===== src/rtl/shift_reg_univ.sv =====
// Universal WIDTH-bit shift register: load/clear/hold in one edge, shifts/rotates one position per clock.
// An N-position shift completes N edges after acceptance; start is ignored while busy (no queuing).
module shift_reg_univ #(
   parameter  int WIDTH = 8,
   localparam int CNT_W = $clog2(WIDTH + 1)
) (
   input  logic             clk,
   input  logic             reset,
   input  logic             start,
   input  logic [2:0]       mode,
   input  logic [CNT_W-1:0] amount,
   input  logic [WIDTH-1:0] d,
   input  logic             sin_r,
   input  logic             sin_l,
   output logic [WIDTH-1:0] q,
   output logic             sout_l,
   output logic             sout_r,
   output logic             busy,
   output logic             done
);

   localparam logic [2:0] M_HOLD = 3'b000;
   localparam logic [2:0] M_LOAD = 3'b001;
   localparam logic [2:0] M_SHL  = 3'b010;
   localparam logic [2:0] M_SHR  = 3'b011;
   localparam logic [2:0] M_ROL  = 3'b100;
   localparam logic [2:0] M_ROR  = 3'b101;
   localparam logic [2:0] M_ASR  = 3'b110;
   localparam logic [2:0] M_CLR  = 3'b111;

   typedef enum logic {IDLE, SHIFT} state_t;

   state_t           state, state_nx;
   logic [2:0]       op_r;
   logic [2:0]       op_sel;
   logic [CNT_W-1:0] remaining;
   logic [CNT_W-1:0] amt_eff;
   logic             accept;
   logic             is_shift;
   logic [WIDTH-1:0] step_q;
   logic             step_sl;
   logic             step_sr;

   assign accept   = start && (state == IDLE);
   assign is_shift = (mode != M_HOLD) && (mode != M_LOAD) && (mode != M_CLR);
   assign amt_eff  = (amount > CNT_W'(WIDTH)) ? CNT_W'(WIDTH) : amount;

   // The acceptance edge uses the live mode; later steps use the captured one.
   assign op_sel = (state == SHIFT) ? op_r : mode;

   always_comb begin
      step_q  = q;
      step_sl = sout_l;
      step_sr = sout_r;
      case (op_sel)
         M_SHL: begin
            step_q  = {q[WIDTH-2:0], sin_r};
            step_sl = q[WIDTH-1];
         end
         M_SHR: begin
            step_q  = {sin_l, q[WIDTH-1:1]};
            step_sr = q[0];
         end
         M_ROL: begin
            step_q  = {q[WIDTH-2:0], q[WIDTH-1]};
            step_sl = q[WIDTH-1];
         end
         M_ROR: begin
            step_q  = {q[0], q[WIDTH-1:1]};
            step_sr = q[0];
         end
         M_ASR: begin
            step_q  = {q[WIDTH-1], q[WIDTH-1:1]};
            step_sr = q[0];
         end
         default: begin
            step_q  = q;
         end
      endcase
   end

   always_ff @(posedge clk) begin
      if (reset) state <= IDLE;
      else       state <= state_nx;
   end

   always_comb begin
      state_nx = state;
      case (state)
         IDLE:  if (accept && is_shift && (amt_eff > CNT_W'(1))) state_nx = SHIFT;
         SHIFT: if (remaining == CNT_W'(1)) state_nx = IDLE;
         default: state_nx = IDLE;
      endcase
   end

   always_comb begin
      busy = (state == SHIFT);
   end

   always_ff @(posedge clk) begin
      if (reset) begin
         q         <= '0;
         sout_l    <= 1'b0;
         sout_r    <= 1'b0;
         done      <= 1'b0;
         remaining <= '0;
         op_r      <= M_HOLD;
      end else begin
         done <= 1'b0;
         if (state == SHIFT) begin
            q         <= step_q;
            sout_l    <= step_sl;
            sout_r    <= step_sr;
            remaining <= remaining - CNT_W'(1);
            done      <= (remaining == CNT_W'(1));
         end else if (accept) begin
            if (is_shift && (amt_eff != '0)) begin
               q         <= step_q;
               sout_l    <= step_sl;
               sout_r    <= step_sr;
               op_r      <= mode;
               remaining <= amt_eff - CNT_W'(1);
               done      <= (amt_eff == CNT_W'(1));
            end else begin
               if (mode == M_LOAD) q <= d;
               if (mode == M_CLR)  q <= '0;
               done <= 1'b1;
            end
         end
      end
   end

endmodule


===== config.mk =====
export PLATFORM = sky130hd
export DESIGN_NAME = shift_reg_univ
export DESIGN_NICKNAME = d
export VERILOG_FILES = /design/src/rtl/shift_reg_univ.sv
export SDC_FILE = /design/constraint.sdc
export NUM_CORES = 1
export LEC_CHECK = 0
export BUFFER_PORTS_ARGS = -buffer_cell sky130_fd_sc_hd__clkbuf_2
export CAP_MARGIN = 20
export CORE_MARGIN = 4
export CORE_UTILIZATION = 55
export CTS_BUF_LIST = sky130_fd_sc_hd__clkbuf_4 sky130_fd_sc_hd__clkbuf_8
export CTS_CLUSTER_DIAMETER = 30
export CTS_CLUSTER_SIZE = 28
export DETAILED_ROUTE_END_ITERATION = 16
export PLACE_DENSITY = 0.81
export SLEW_MARGIN = 15
export SYNTH_ARGS = -nofsm -noshare
export SYNTH_HDL_FRONTEND = slang
export SYNTH_SLANG_ARGS = --single-unit

===== constraint.sdc =====
create_clock -name clk -period 2.26 [get_ports clk]
set_input_delay 0.113 -clock clk [delete_from_list [all_inputs] [get_ports clk]]
set_output_delay 0.113 -clock clk [all_outputs]
set_load 0.05 [all_outputs]

======== After elaboration in Yosys (flattened, before gate mapping) ========
Cells that the tools add are included.
operators by class
  magnitude comparators ................... 2
  $add $sub $neg .......................... 2
  reduce and logical (&&, ||, !) cells .... 16
  equality and inequality tests ........... 11
  multiplexer cells ....................... 25
  bitwise logic cells ..................... 1
operators with widths
  operator               number
  $mux W8                5
  $pmux W8 S5            1
  $mux W4                4
  $mux W1                13
  $eq A3 B3 Y1 const B   4
  $eq A4 B1 Y1 const B   2
  $reduce_bool A4 Y1     2
  $sub A4 B1 Y4 const B  2
  $eq A3 B2 Y1 const B   2
  $logic_and A1 B1 Y1    6
  $gt A4 B1 Y1 const B   1
  $gt A4 B4 Y1 const B   1
  $reduce_and A2 Y1      2
  $reduce_bool A2 Y1     2
  $eq A3 B1 Y1 const B   1
  $mux W3                1
  $ne A3 B1 Y1 const B   1
  $ne A3 B3 Y1 const B   1
  $reduce_and A3 Y1      1
  $reduce_bool A3 Y1     1
  $reduce_or A3 Y1       1
  $pmux W1 S2            1
  $reduce_or A2 Y1       1
  $not A1 Y1             1
word-level totals
  bits of input ports ..................... 20
  word-level logic and storage cells ...... 64
  output and inout port bits .............. 12
  register bits ........................... 19

======== Logic depth before layout (Yosys ltp) ========
  depth in word-level cells ............... 7
  mapped depth ............................ 9
  depth with buffers taken out ............ 8

======== Worst setup path after synthesis ========
OpenSTA, ideal clock, no wires.
  path type ............................... flip-flop to flip-flop
  start point ............................. register state, in the netlist busy
  end point ............................... register q[2]
  data arrival time ....................... 2,029 ps
  path buffers ............................ 2
  clock period less this slack ............ 2,146 ps
  cell stages (with the launch flop) ...... 8
  slack ................................... 114 ps
  setup time .............................. 117 ps
  data required time ...................... 2,143 ps
  path through ............................ dfxtp_1 > buf_6 > mux2i_4 > nor3_1 > or2_0 > buf_2 > a221o_1 > a32o_1
on the way
  word-level cells in the longest chain between the ends .. 6
  elaborated cells between the ends (all ways) .. 15
  those cells by class .................... eq/ne (5); mux (5); bitwise (1); reduce/logical (4)
RTL lines
  element                                              RTL line  source
  from (decl)                                          33        state_t state, state_nx;
  from (signal assigned)                               84        else state <= state_nx;
  $mux W3                                              49        assign op_sel = (state == SHIFT) ? op_r : mode;
  $eq A3 B3 Y1 / $eq A3 B2 Y1 (equally long branches)  55        case (op_sel)
  $pmux W8 S5                                          55
  $mux W8                                              117       if (is_shift && (amt_eff != '0)) begin
  $mux W8                                              116       end else if (accept) begin
  $mux W8                                              110       if (state == SHIFT) begin
  to (signal assigned)                                 111       q <= step_q;
  to (signal assigned)                                 118       q <= step_q;
  to (decl)                                            15        output logic [WIDTH-1:0] q,
Several ways; a longest one is shown, not always the timed one. The select of a mux whose other input is x is not followed.
A chain may end at the register's enable or synchronous reset.

======== Worst setup path after layout ========
  start point ............................. register state, in the netlist busy
  end point ............................... register q[1]
Same word-level chain as after synthesis.

==> results by group <==
Floorplanning
  • Core Footprint: 2300 um2
  • Die area: 3370 um2
  • Die Y-Extent: 58.1 um
  • Row Count: 17
  • Overall die width: 58.1 um
  • Effective utilization at floorplan: 0.600
  • Boundary Pins: 32

Worst setup path
  • Arrival time at the worst endpoint: 2.32 ns
  • Cell breakdown of the critical path: mux2i_4, nor3_1, or2_0, a221o_1, a32o_1
  • Kind of launch point of the worst setup path: flip-flop
  • Category of the most critical setup path: flip-flop to flip-flop
  • Slowest Stage Delay on Critical Path: 0.62 ns
  • Type of element capturing the critical path: flip-flop
  • Data required time at the worst endpoint: 2.47 ns
  • Slowest-stage cell, CP: dfxtp_1
  • Highest net fanout along the worst path: 9

Layout
  • Share of post-route cells with drive strength above 1: 0.261
  • Total number of nets in the final design: 225
  • Synth-to-Final Area Change: 13.7%
  • Final cell utilization of the core: 0.682
  • Multi-input logic area: 917 um2
  • Area used by sequential logic in the layout: 380 um2
  • Antenna cell count: 0
  • Non-Filler Cell Area, Final: 1570 um2
  • Finished Layout Cells: 227
  • Fillers: 196

Placed design
  • Worst-case setup slack after placement: 0.155 ns
  • Buffers on Ports: 31
  • DP HPWL: 2630 um
  • Final weighted congestion in routability-driven placement: 0.848
  • Cell Count Post-Placement: 223
  • Area of placed instances: 1540 um2

STA
  • Transition time of the tightest slew-check pin: 0.511 ns
  • Hold Slack: 0.118 ns
  • Setup Total Neg Slack: 0 ns
  • Hold Violations, Final: 0
  • Timing-limited maximum frequency: 475 MHz
  • Final worst path period share: 0.931
  • Final setup violating endpoints: 0
  • Worst slew slack as a fraction of its limit: 0.660
  • Post-layout worst setup margin: 0.155 ns
  • Post-layout minimum cycle time: 2.10 ns
  • Largest clock skew in the final design: 0.000814 ns
  • RSZ-0062 raised after global routing: false
  • Max-slew violation count: 0

Min path
  • Worst Hold Class: input pin to flip-flop

Power and ir drop
  • Leakage power summed over all cells: 0.689 nW
  • Worst ir drop on vdd: 552 uV
  • PwrDens: 627 nW/um2
  • Post-route total power: 982 uW

Route
  • Vias after detailed routing: 1401
  • Post-detailed-routing wire length: 3470 um
  • Wirelength per Cell: 15.3 um
  • Final routed DRC violation total: 0
  • Detailed-routing iteration count for the pre-antenna-repair pass: 4
  • Routed vias/inst: 6.17
  • Detailed router's first-iteration violation count: 88
  • Antenna Nets Post-Route: 0

GRT
  • Largest net degree at the start of global routing: 17
  • Grt ovf: 0
  • Global-route wire length before repair: 5810 um
  • Total Routing Usage GR: 0.217
  • Vias in the first global route: 1301
  • Number of antenna violations at the first check in global routing: 0

Logic synthesis
  • Share of the yosys chip area belonging to registers: 0.276
  • Distinct cells, synth: 39
  • Mapped Nets: 195
  • Number of storage elements in the synthesis netlist: 19
  • Number of warnings reported in the yosys synthesis log: 0
  • Post-synthesis average cell area: 8.11 um2
  • Synthesized cell area: 1380 um2
  • Mapped Cells: 170

Clock network
  • Clock slew at the register clock pins of the worst setup and hold paths: 0.12 ns
  • Clock latency at the later pin of the worst-skew pair: 0.31 ns
  • Number of hold-repair buffers added at the cts stage: 0
  • Clk buf depth: 2
  • Number of setup buffers added after CTS: 0
  • CTS tree: built
  • Post-cts repair resize count: 0
  • Clock root buffer master: clkbuf_4
  • Clock sinks: 19
  • Total CTS buffers: 3
  • # H-tree levels: 1

Flow run
  • Max_cap viols: 0

Run status
  • Result of the run: finished, final reports clean
-- kinds of logic (layout without fill, tap and decap cells) --
| family | count (synthesis) | count (layout) | share of synthesized area |
|---|---|---|---|
| buf+inv | 16 | 45 | 0.0590 |
| fa+ha+maj | 5 | 5 | 0.0454 |
| xor+xnor | 3 | 3 | 0.0245 |
| mux | 12 | 12 | 0.103 |
| compound gates | 51 | 51 | 0.276 |
| simple gates | 64 | 64 | 0.217 |
| flops | 19 | 19 | 0.276 |
-- final cells by class --
type                            count  area share
Tap cell                           28      0.0223
Timing Repair Buffer               35       0.118
Sequential cell                    19       0.243
Clock inverter                      1     0.00319
Multi-Input combinational cell    135       0.585
Clock buffer                        3      0.0144
Inverter                            6      0.0144
-- worst paths after layout --
| kind | from | end | slack (ns) | cells past startpoint |
|---|---|---|---|---|
| worst max-delay path | busy | q[1] | 0.16 | 5 |
| worst min-delay path | amount[0] | remaining[3] | 0.12 | 4 |
| worst max register to register | busy | q[1] | 0.16 | 5 |
| worst min register to register | sout_l | sout_l | 0.51 | 2 |
-- report_power, final --
part           switching [mW]  internal (mW)  leakage, nW
Combinational           0.240          0.148        0.516
Clock                   0.117         0.0662       0.0177
Sequential             0.0420          0.369        0.156
Total                   0.400          0.583        0.689
-- Yosys cell counts (all sizes together) --
cell type | number | share of area
a211oi | 2 | 0.011
a21o | 3 | 0.016
a21oi | 15 | 0.054
a221o | 6 | 0.044
a31o | 1 | 0.0064
a31oi | 4 | 0.029
a32o | 6 | 0.044
a41o | 2 | 0.015
and2 | 1 | 0.0045
and3 | 1 | 0.0045
buf | 7 | 0.034
clkbuf | 3 | 0.0082
dfxtp | 19 | 0.28
ha | 5 | 0.045
inv | 6 | 0.016
mux2 | 4 | 0.033
mux2i | 8 | 0.070
nand2 | 29 | 0.079
nand2b | 3 | 0.014
nand3 | 9 | 0.036
nand4 | 3 | 0.014
nor2 | 9 | 0.024
nor2b | 1 | 0.0045
nor3 | 4 | 0.015
o211ai | 1 | 0.0054
o21ai | 6 | 0.022
o311ai | 1 | 0.0064
o31ai | 2 | 0.011
o32ai | 2 | 0.013
or2 | 3 | 0.014
or3b | 1 | 0.0082
xnor2 | 3 | 0.025
-- layer usage --
metal / up-vias / wire length [um] / GRT usage
li1: 689 / - / -
met3: 5 / 265 / 0.0334
met2: 58 / 1670 / 0.335
met5: - / 0 / 0
met1: 649 / 1490 / 0.299
met4: 0 / 38 / 0.0894
-- registers in the layout, indices dropped and copies added (netlist names) --
name       cells
q              8
remaining      4
op_r           3
busy           1
done           1
sout_l         1
sout_r         1
-- cells in the final DEF, fill, tap and decap left out, drive strengths merged, types with 2 or more instances in the layout --
| cell type | synthesis | routed |
|---|---|---|
| clkbuf | 3 | 34 |
| nand2 | 29 | 29 |
| dfxtp | 19 | 19 |
| a21oi | 15 | 15 |
| nor2 | 9 | 9 |
| nand3 | 9 | 9 |
| mux2i | 8 | 8 |
| inv | 6 | 6 |
| o21ai | 6 | 6 |
| a221o | 6 | 6 |
| a32o | 6 | 6 |
| ha | 5 | 5 |
| nor3 | 4 | 4 |
| mux2 | 4 | 4 |
| buf | 7 | 4 |
| a31oi | 4 | 4 |
| nand2b | 3 | 3 |
| nand4 | 3 | 3 |
| a21o | 3 | 3 |
| or2 | 3 | 3 |
| xnor2 | 3 | 3 |
| a41o | 2 | 2 |
| a211oi | 2 | 2 |
| o32ai | 2 | 2 |
| o31ai | 2 | 2 |
-- critical path: cells and delay by family, from the launching register on --
kind / cells / cell delay (ns)
flops: 1 / 0.62
simple gates: 2 / 0.42
compound gates: 2 / 0.58
mux: 1 / 0.38
Power figures use the tool's default switching activity.
